===== config.mk =====
export PLATFORM = sky130hd
export DESIGN_NAME = adc_reader
export DESIGN_NICKNAME = d
export VERILOG_FILES = /design/src/rtl/adc_reader_pkg.sv /design/src/rtl/spi_master_rx.sv /design/src/rtl/adc_reader.sv
export SDC_FILE = /design/constraint.sdc
export NUM_CORES = 1
export LEC_CHECK = 0
export BUFFER_PORTS_ARGS = -buffer_cell sky130_fd_sc_hd__buf_4
export CORE_ASPECT_RATIO = 1.2
export CORE_MARGIN = 2
export CORE_UTILIZATION = 34
export DETAILED_ROUTE_END_ITERATION = 6
export PLACE_DENSITY = 0.5
export SLEW_MARGIN = 20
export SYNTH_ARGS = -nofsm -noshare
export SYNTH_HDL_FRONTEND = slang
export SYNTH_SLANG_ARGS = --single-unit

===== constraint.sdc =====
create_clock -name clk -period 2 [get_ports clk]
set_input_delay 0.1 -clock clk [delete_from_list [all_inputs] [get_ports clk]]
set_output_delay 0.1 -clock clk [all_outputs]
set_load 0.05 [all_outputs]

===== src/rtl/adc_reader_pkg.sv =====
// Shared definitions for the ADC read path: state encodings and the defaults
// that the control loop also uses for sample width and converter busy time.
package adc_reader_pkg;

  localparam int unsigned ADC_WID_DEFAULT     = 18;
  localparam int unsigned CONV_CYCLES_DEFAULT = 100;

  typedef enum logic [1:0] {
    ST_IDLE,
    ST_CONVERT,
    ST_SHIFT,
    ST_DONE
  } adc_state_t;

  typedef enum logic [1:0] {
    RX_IDLE,
    RX_SHIFT,
    RX_DONE
  } rx_state_t;

endpackage


===== src/rtl/spi_master_rx.sv =====
// Receive-only SPI master: generates SCK, samples MISO MSB first on the
// selected edge and holds the word with an arm/finished handshake.
module spi_master_rx
  import adc_reader_pkg::*;
#(
  parameter int unsigned DATA_WID = 18,
  parameter int unsigned CNT_WID  = 5,
  parameter int unsigned SCK_HALF = 2,
  parameter bit          POLARITY = 1'b1,
  parameter bit          PHASE    = 1'b0
) (
  input  logic                clk,
  input  logic                rst_L,
  input  logic                arm,
  output logic                finished,
  output logic [DATA_WID-1:0] data,
  output logic                last_edge,
  output logic                sck,
  input  logic                miso
);

  localparam int unsigned HC_W = (SCK_HALF > 1) ? $clog2(SCK_HALF) : 1;

  rx_state_t           state, state_nx;
  logic [HC_W-1:0]     half_cnt;
  logic [CNT_WID-1:0]  bit_cnt;
  logic [DATA_WID-1:0] shreg;
  logic                tick, leading, sample, finished_d;

  // The SCK level before a toggle tells leading (leaving idle) from trailing.
  always_comb begin
    tick      = (state == RX_SHIFT) && (half_cnt == HC_W'(SCK_HALF - 1));
    leading   = (sck == POLARITY);
    sample    = tick && (leading ^ PHASE);
    last_edge = tick && !leading && (bit_cnt == CNT_WID'(DATA_WID - 1));
  end

  always_comb begin
    state_nx = state;
    unique case (state)
      RX_IDLE:  if (arm) state_nx = RX_SHIFT;
      RX_SHIFT: if (last_edge) state_nx = RX_DONE;
      RX_DONE:  if (!arm) state_nx = RX_IDLE;
      default:  state_nx = RX_IDLE;
    endcase
  end

  always_comb begin
    finished_d = (state_nx == RX_DONE);
  end

  always_ff @(posedge clk or negedge rst_L) begin
    if (!rst_L) begin
      state    <= RX_IDLE;
      half_cnt <= '0;
      bit_cnt  <= '0;
      shreg    <= '0;
      sck      <= POLARITY;
      finished <= 1'b0;
      data     <= '0;
    end else begin
      state    <= state_nx;
      finished <= finished_d;
      if (state != RX_SHIFT) half_cnt <= '0;
      else if (tick)         half_cnt <= '0;
      else                   half_cnt <= half_cnt + 1'b1;
      if (tick) sck <= ~sck;
      if (state != RX_SHIFT)     bit_cnt <= '0;
      else if (tick && !leading) bit_cnt <= bit_cnt + 1'b1;
      if (sample) shreg <= {shreg[DATA_WID-2:0], miso};
      // With trailing-edge sampling the final bit arrives on the closing edge.
      if (last_edge) data <= PHASE ? {shreg[DATA_WID-2:0], miso} : shreg;
    end
  end

endmodule


===== src/rtl/adc_reader.sv =====
// ADC responder: optional CNV pulse of CONV_CYCLES clocks, then a serial read
// through spi_master_rx; the sample is held on measured_value with finished.
module adc_reader
  import adc_reader_pkg::*;
#(
  parameter int unsigned ADC_WID      = ADC_WID_DEFAULT,
  parameter int unsigned WID_SIZ      = 5,
  parameter int unsigned CONV_CYCLES  = CONV_CYCLES_DEFAULT,
  parameter int unsigned CONV_WID     = 8,
  parameter int unsigned SCK_HALF     = 2,
  parameter bit          ADC_POLARITY = 1'b1,
  parameter bit          ADC_PHASE    = 1'b0
) (
  input  logic                      clk,
  input  logic                      rst_L,
  input  logic                      arm,
  input  logic                      conv,
  output logic                      finished,
  output logic signed [ADC_WID-1:0] measured_value,
  output logic                      cnv,
  output logic                      sck,
  input  logic                      miso
);

  adc_state_t          state, state_nx;
  logic [CONV_WID-1:0] conv_cnt;
  logic                conv_last, cnv_d, rx_arm, rx_last;

  assign conv_last = (state == ST_CONVERT) && (conv_cnt == CONV_WID'(CONV_CYCLES - 1));

  always_comb begin
    state_nx = state;
    unique case (state)
      ST_IDLE:    if (arm) state_nx = conv ? ST_CONVERT : ST_SHIFT;
      ST_CONVERT: if (conv_last) state_nx = ST_SHIFT;
      ST_SHIFT:   if (rx_last) state_nx = ST_DONE;
      ST_DONE:    if (!arm) state_nx = ST_IDLE;
      default:    state_nx = ST_IDLE;
    endcase
  end

  // The receiver is started on the same edge this FSM enters SHIFT, and then
  // follows the external arm so both FSMs leave DONE together.
  always_comb begin
    cnv_d  = (state_nx == ST_CONVERT);
    rx_arm = 1'b0;
    unique case (state)
      ST_IDLE:    rx_arm = arm && !conv;
      ST_CONVERT: rx_arm = conv_last;
      ST_SHIFT,
      ST_DONE:    rx_arm = arm;
      default:    rx_arm = 1'b0;
    endcase
  end

  always_ff @(posedge clk or negedge rst_L) begin
    if (!rst_L) begin
      state    <= ST_IDLE;
      conv_cnt <= '0;
      cnv      <= 1'b0;
    end else begin
      state    <= state_nx;
      cnv      <= cnv_d;
      conv_cnt <= (state == ST_CONVERT) ? conv_cnt + 1'b1 : '0;
    end
  end

  spi_master_rx #(
    .DATA_WID (ADC_WID),
    .CNT_WID  (WID_SIZ),
    .SCK_HALF (SCK_HALF),
    .POLARITY (ADC_POLARITY),
    .PHASE    (ADC_PHASE)
  ) u_rx (
    .clk       (clk),
    .rst_L     (rst_L),
    .arm       (rx_arm),
    .finished  (finished),
    .data      (measured_value),
    .last_edge (rx_last),
    .sck       (sck),
    .miso      (miso)
  );

endmodule


==> summary.md <==
| Metric | Value |
|---|---|
| Seq. cell area | ~1400 um^2 |
| Synthesized cell area | roughly 2300 um^2 |
| Footprint of the multi-input gates | a little under 900 um^2 |
| Sum Neg Setup Slack | 0 ns |
| Worst r2r src | conv_cnt[0]$_DFF_PN0_ |
| Post-synthesis sequential area ratio | 0.614 |
| Die height | between 90 and 100 um |
| Largest net degree at the start of global routing | 58 |
| Cell leakage power | around 0.0013 uW |
| Reg-to-Reg End | u_rx.state[0]$_DFF_PN0_ |
| Gr usage total | 0.124 |
| Clk slew on worst S/H paths | 0.07 ns |
| DRC | 0 |
| Setup WS pre-CTS | between 0.08 and 0.09 ns |
| GP Congestion | 0.765 |
| Total wire length | just over 4000 um |
| Clk root buf | clkbuf_8 |
| CP arrival | 2.14 ns |
| Clock share of power | 0.252 |
| Hold EP | state[1]$_DFF_PN0_ |
| Syn nets | 181 |
| R2r setup slk | slightly above 0.09 ns |
| Commonest non-fill, non-tap cell in the layout | dfrtp_1 |
| Vias | about 1500 |
| Hold path start | arm |
| Min Tclk post-route | between 1.5 and 2 ns |
| First-pass GRT wire length | about 7100 um |
| Die area | around 7500 um^2 |
| Fin crit share | 0.955 |
| Grt total ovfl | 0 |
| Comb pwr share | 0.293 |
| Ports | 26 |
| Die X | around 79 um |
| Critical path class | reg -> reg |
| Area growth syn-to-layout | 22.2% |
| DP Wirelength | roughly 2700 um |
| Critical Path RT | roughly 2.2 ns |
| NetSw | between 1000 and 1500 uW |
| Num CTS Buffers | 9 |
| Initial antenna violation count | 0 |
| Post-CTS Setup Bufs | 0 |
| Via-per-instance ratio | 4.94 |
| Class of the worst hold path | in -> reg |
| Max-cap violations | 0 |
| Initial core utilization | 0.345 |
| Slew HR | 0.514 |
| Async SR Flop Fraction | 1.00 |
| Skew-Pair Late Insertion Delay | 0.32 ns |
| Syn_area_per_cell | ~13 um^2 |
| Maximum clock rate | 524 MHz |
| ANT cells | 0 |
| Synth warn | 0 |
| Yosys reg bits | 57 |
| Cell depth of the worst hold path | 3 |
| Final ANT Viol Nets | 0 |
| Slew Limit Fails | 0 |
| Synthesized netlist cell count | 173 |
| PortBufs | 25 |
| Share of layout cells above drive strength 1 | 0.397 |
| Sequential power share | 0.455 |
| Status | finished clean |
| CP max FO | 4 |
| Iteration-0 DRC Markers | 54 |
| Final setup skew | roughly 0.009 ns |
| Core Box Area | 6730 um^2 |
| DR pass1 iterations | 4 |
| Worst Slack Setup Final | 0.0905 ns |
| Final hold vios | 0 |
| TritonCTS sink count | 57 |
| Sw Ratio | 0.334 |
| Main synth FF type | dfrtp_1 |
| H-tree levels | 3 |
| CTS tree | yes |
| # setup viols final | 0 |
| Per-cell routed wire length | between 10 and 15 um |
| Pint | 2530 uW |
| Nets@finish | roughly 220 |
| Rows | 33 |
| PwrDens | ~1300 nW/um^2 |
| Crit end category | flip-flop |
| Vias in the first global route | ~1500 |
| Worst-Margin Slew | 0.729 ns |
| Startpoint class of the critical path | flip-flop |
| Maximum VDD drop | between 600 and 700 uV |
| RSZ-0062 raised after global routing | no |
| EDFF count, synth | 0 |
| Fill count | 650 |
| Reg2Reg Depth | 4 |
| Most frequent cells in the layout | 56 x dfrtp_1, 36 x mux2_2, 27 x buf_4, 12 x clkbuf_8, 9 x a21oi_1 |
| Final hold slack | approximately 0.035 ns |
| Cell variety after synth | 30 |
| Clock Path Buffers | 2 |
## critical path: stages (launching register included)
cell      delay, ns
dfrtp_1        0.39
ha_2           0.23
or4b_4         0.47
or4_4          0.47
a221oi_2       0.26
## sequential cells by signal, summed over array words and instances (netlist names)
signal and count:
u_rx.data 18, u_rx.shreg 18, conv_cnt 8, u_rx.bit_cnt 5
state 2, u_rx.state 2, cnv 1, u_rx.finished 1
u_rx.half_cnt 1, u_rx.sck 1
## repair_timing
item | 4_1_cts | 5_1_grt
setup endpoints to repair | 0 | 1
hold endpoints to repair | 57 | 0
gates resized for setup | 0 | 1
hold buffers | 2 | 0
## cells in the mapped netlist, types with 2 or more instances
| cell | number | share of area |
|---|---|---|
| nand3_1 | 7 | 0.015 |
| o21ai_0 | 7 | 0.015 |
| mux2_2 | 36 | 0.17 |
| xor2_1 | 2 | 0.0075 |
| a21oi_1 | 9 | 0.019 |
| xnor2_1 | 2 | 0.0075 |
| ha_1 | 3 | 0.016 |
| nor2_1 | 7 | 0.011 |
| or3_1 | 4 | 0.011 |
| and4bb_2 | 2 | 0.011 |
| buf_2 | 3 | 0.0065 |
| a31oi_1 | 3 | 0.0081 |
| nand2_1 | 8 | 0.013 |
| nor2b_1 | 5 | 0.013 |
| inv_1 | 4 | 0.0065 |
| nand2b_1 | 2 | 0.0054 |
| dfrtp_1 | 56 | 0.60 |
## power groups by stage
| stage | logic [uW] | clock network, uW | registers (uW) |
|---|---|---|---|
| after floorplan | 630 | 0 | 1900 |
| after global placement | 1090 | 0 | 1730 |
| after detailed placement | 1130 | 0 | 1750 |
| after CTS | 1130 | 1000 | 1730 |
| after global routing | 1230 | 1050 | 1780 |
| final | 1120 | 956 | 1730 |
## per-stage QoR
step | power [uW] | area (um^2) | instances | util
2_1_floorplan | 2530 | 2320 | 173 | -
3_3_place_gp | 2820 | 2640 | 284 | 0.392
3_5_place_dp | 2880 | 2640 | 284 | 0.392
4_1_cts | 3870 | 2840 | 301 | 0.422
5_1_grt | 4060 | 2840 | 301 | 0.422
6_report | 3800 | 2840 | 301 | 0.422
## worst max path at each step
stage	end	slack (ns)	from	cells after the start
after floorplan	u_rx.state[0]$_DFF_PN0_	0.20	conv_cnt[0]$_DFF_PN0_	4
after global placement	u_rx.state[0]$_DFF_PN0_	0.15	conv_cnt[0]$_DFF_PN0_	4
after detailed placement	u_rx.state[0]$_DFF_PN0_	0.09	conv_cnt[0]$_DFF_PN0_	4
after CTS	u_rx.state[0]$_DFF_PN0_	0.05	conv_cnt[0]$_DFF_PN0_	4
after global routing	u_rx.state[0]$_DFF_PN0_	0.02	conv_cnt[0]$_DFF_PN0_	4
final	u_rx.state[0]$_DFF_PN0_	0.09	conv_cnt[0]$_DFF_PN0_	4
## kinds of logic (layout without fill, tap and decap cells)
| group | after synthesis | count (layout) | share of synthesized area |
|---|---|---|---|
| flops | 57 | 57 | 0.614 |
| simple gates | 42 | 42 | 0.106 |
| mux | 37 | 37 | 0.179 |
| compound gates | 22 | 22 | 0.0554 |
| buf+inv | 8 | 49 | 0.0145 |
| xor+xnor | 4 | 4 | 0.0151 |
| fa+ha+maj | 3 | 3 | 0.0161 |
## per-layer routing
metal | part of all wire | GRT usage | up-vias
met4 | 0.015 | 0.0733 | 0
met5 | 0 | 0 | -
met3 | 0.041 | 0.0354 | 6
met1 | 0.45 | 0.143 | 757
met2 | 0.50 | 0.202 | 29
li1 | - | - | 694
## cell type report
type / count / area share
well taps: 87 / 0.0383
clock inverters: 2 / 0.00440
inverters: 4 / 0.00528
multi-input cells: 108 / 0.305
repair buffers: 30 / 0.0854
flip-flops and latches: 57 / 0.502
clock buffers: 13 / 0.0594
Note: power is estimated with default switching activity, not from simulation.
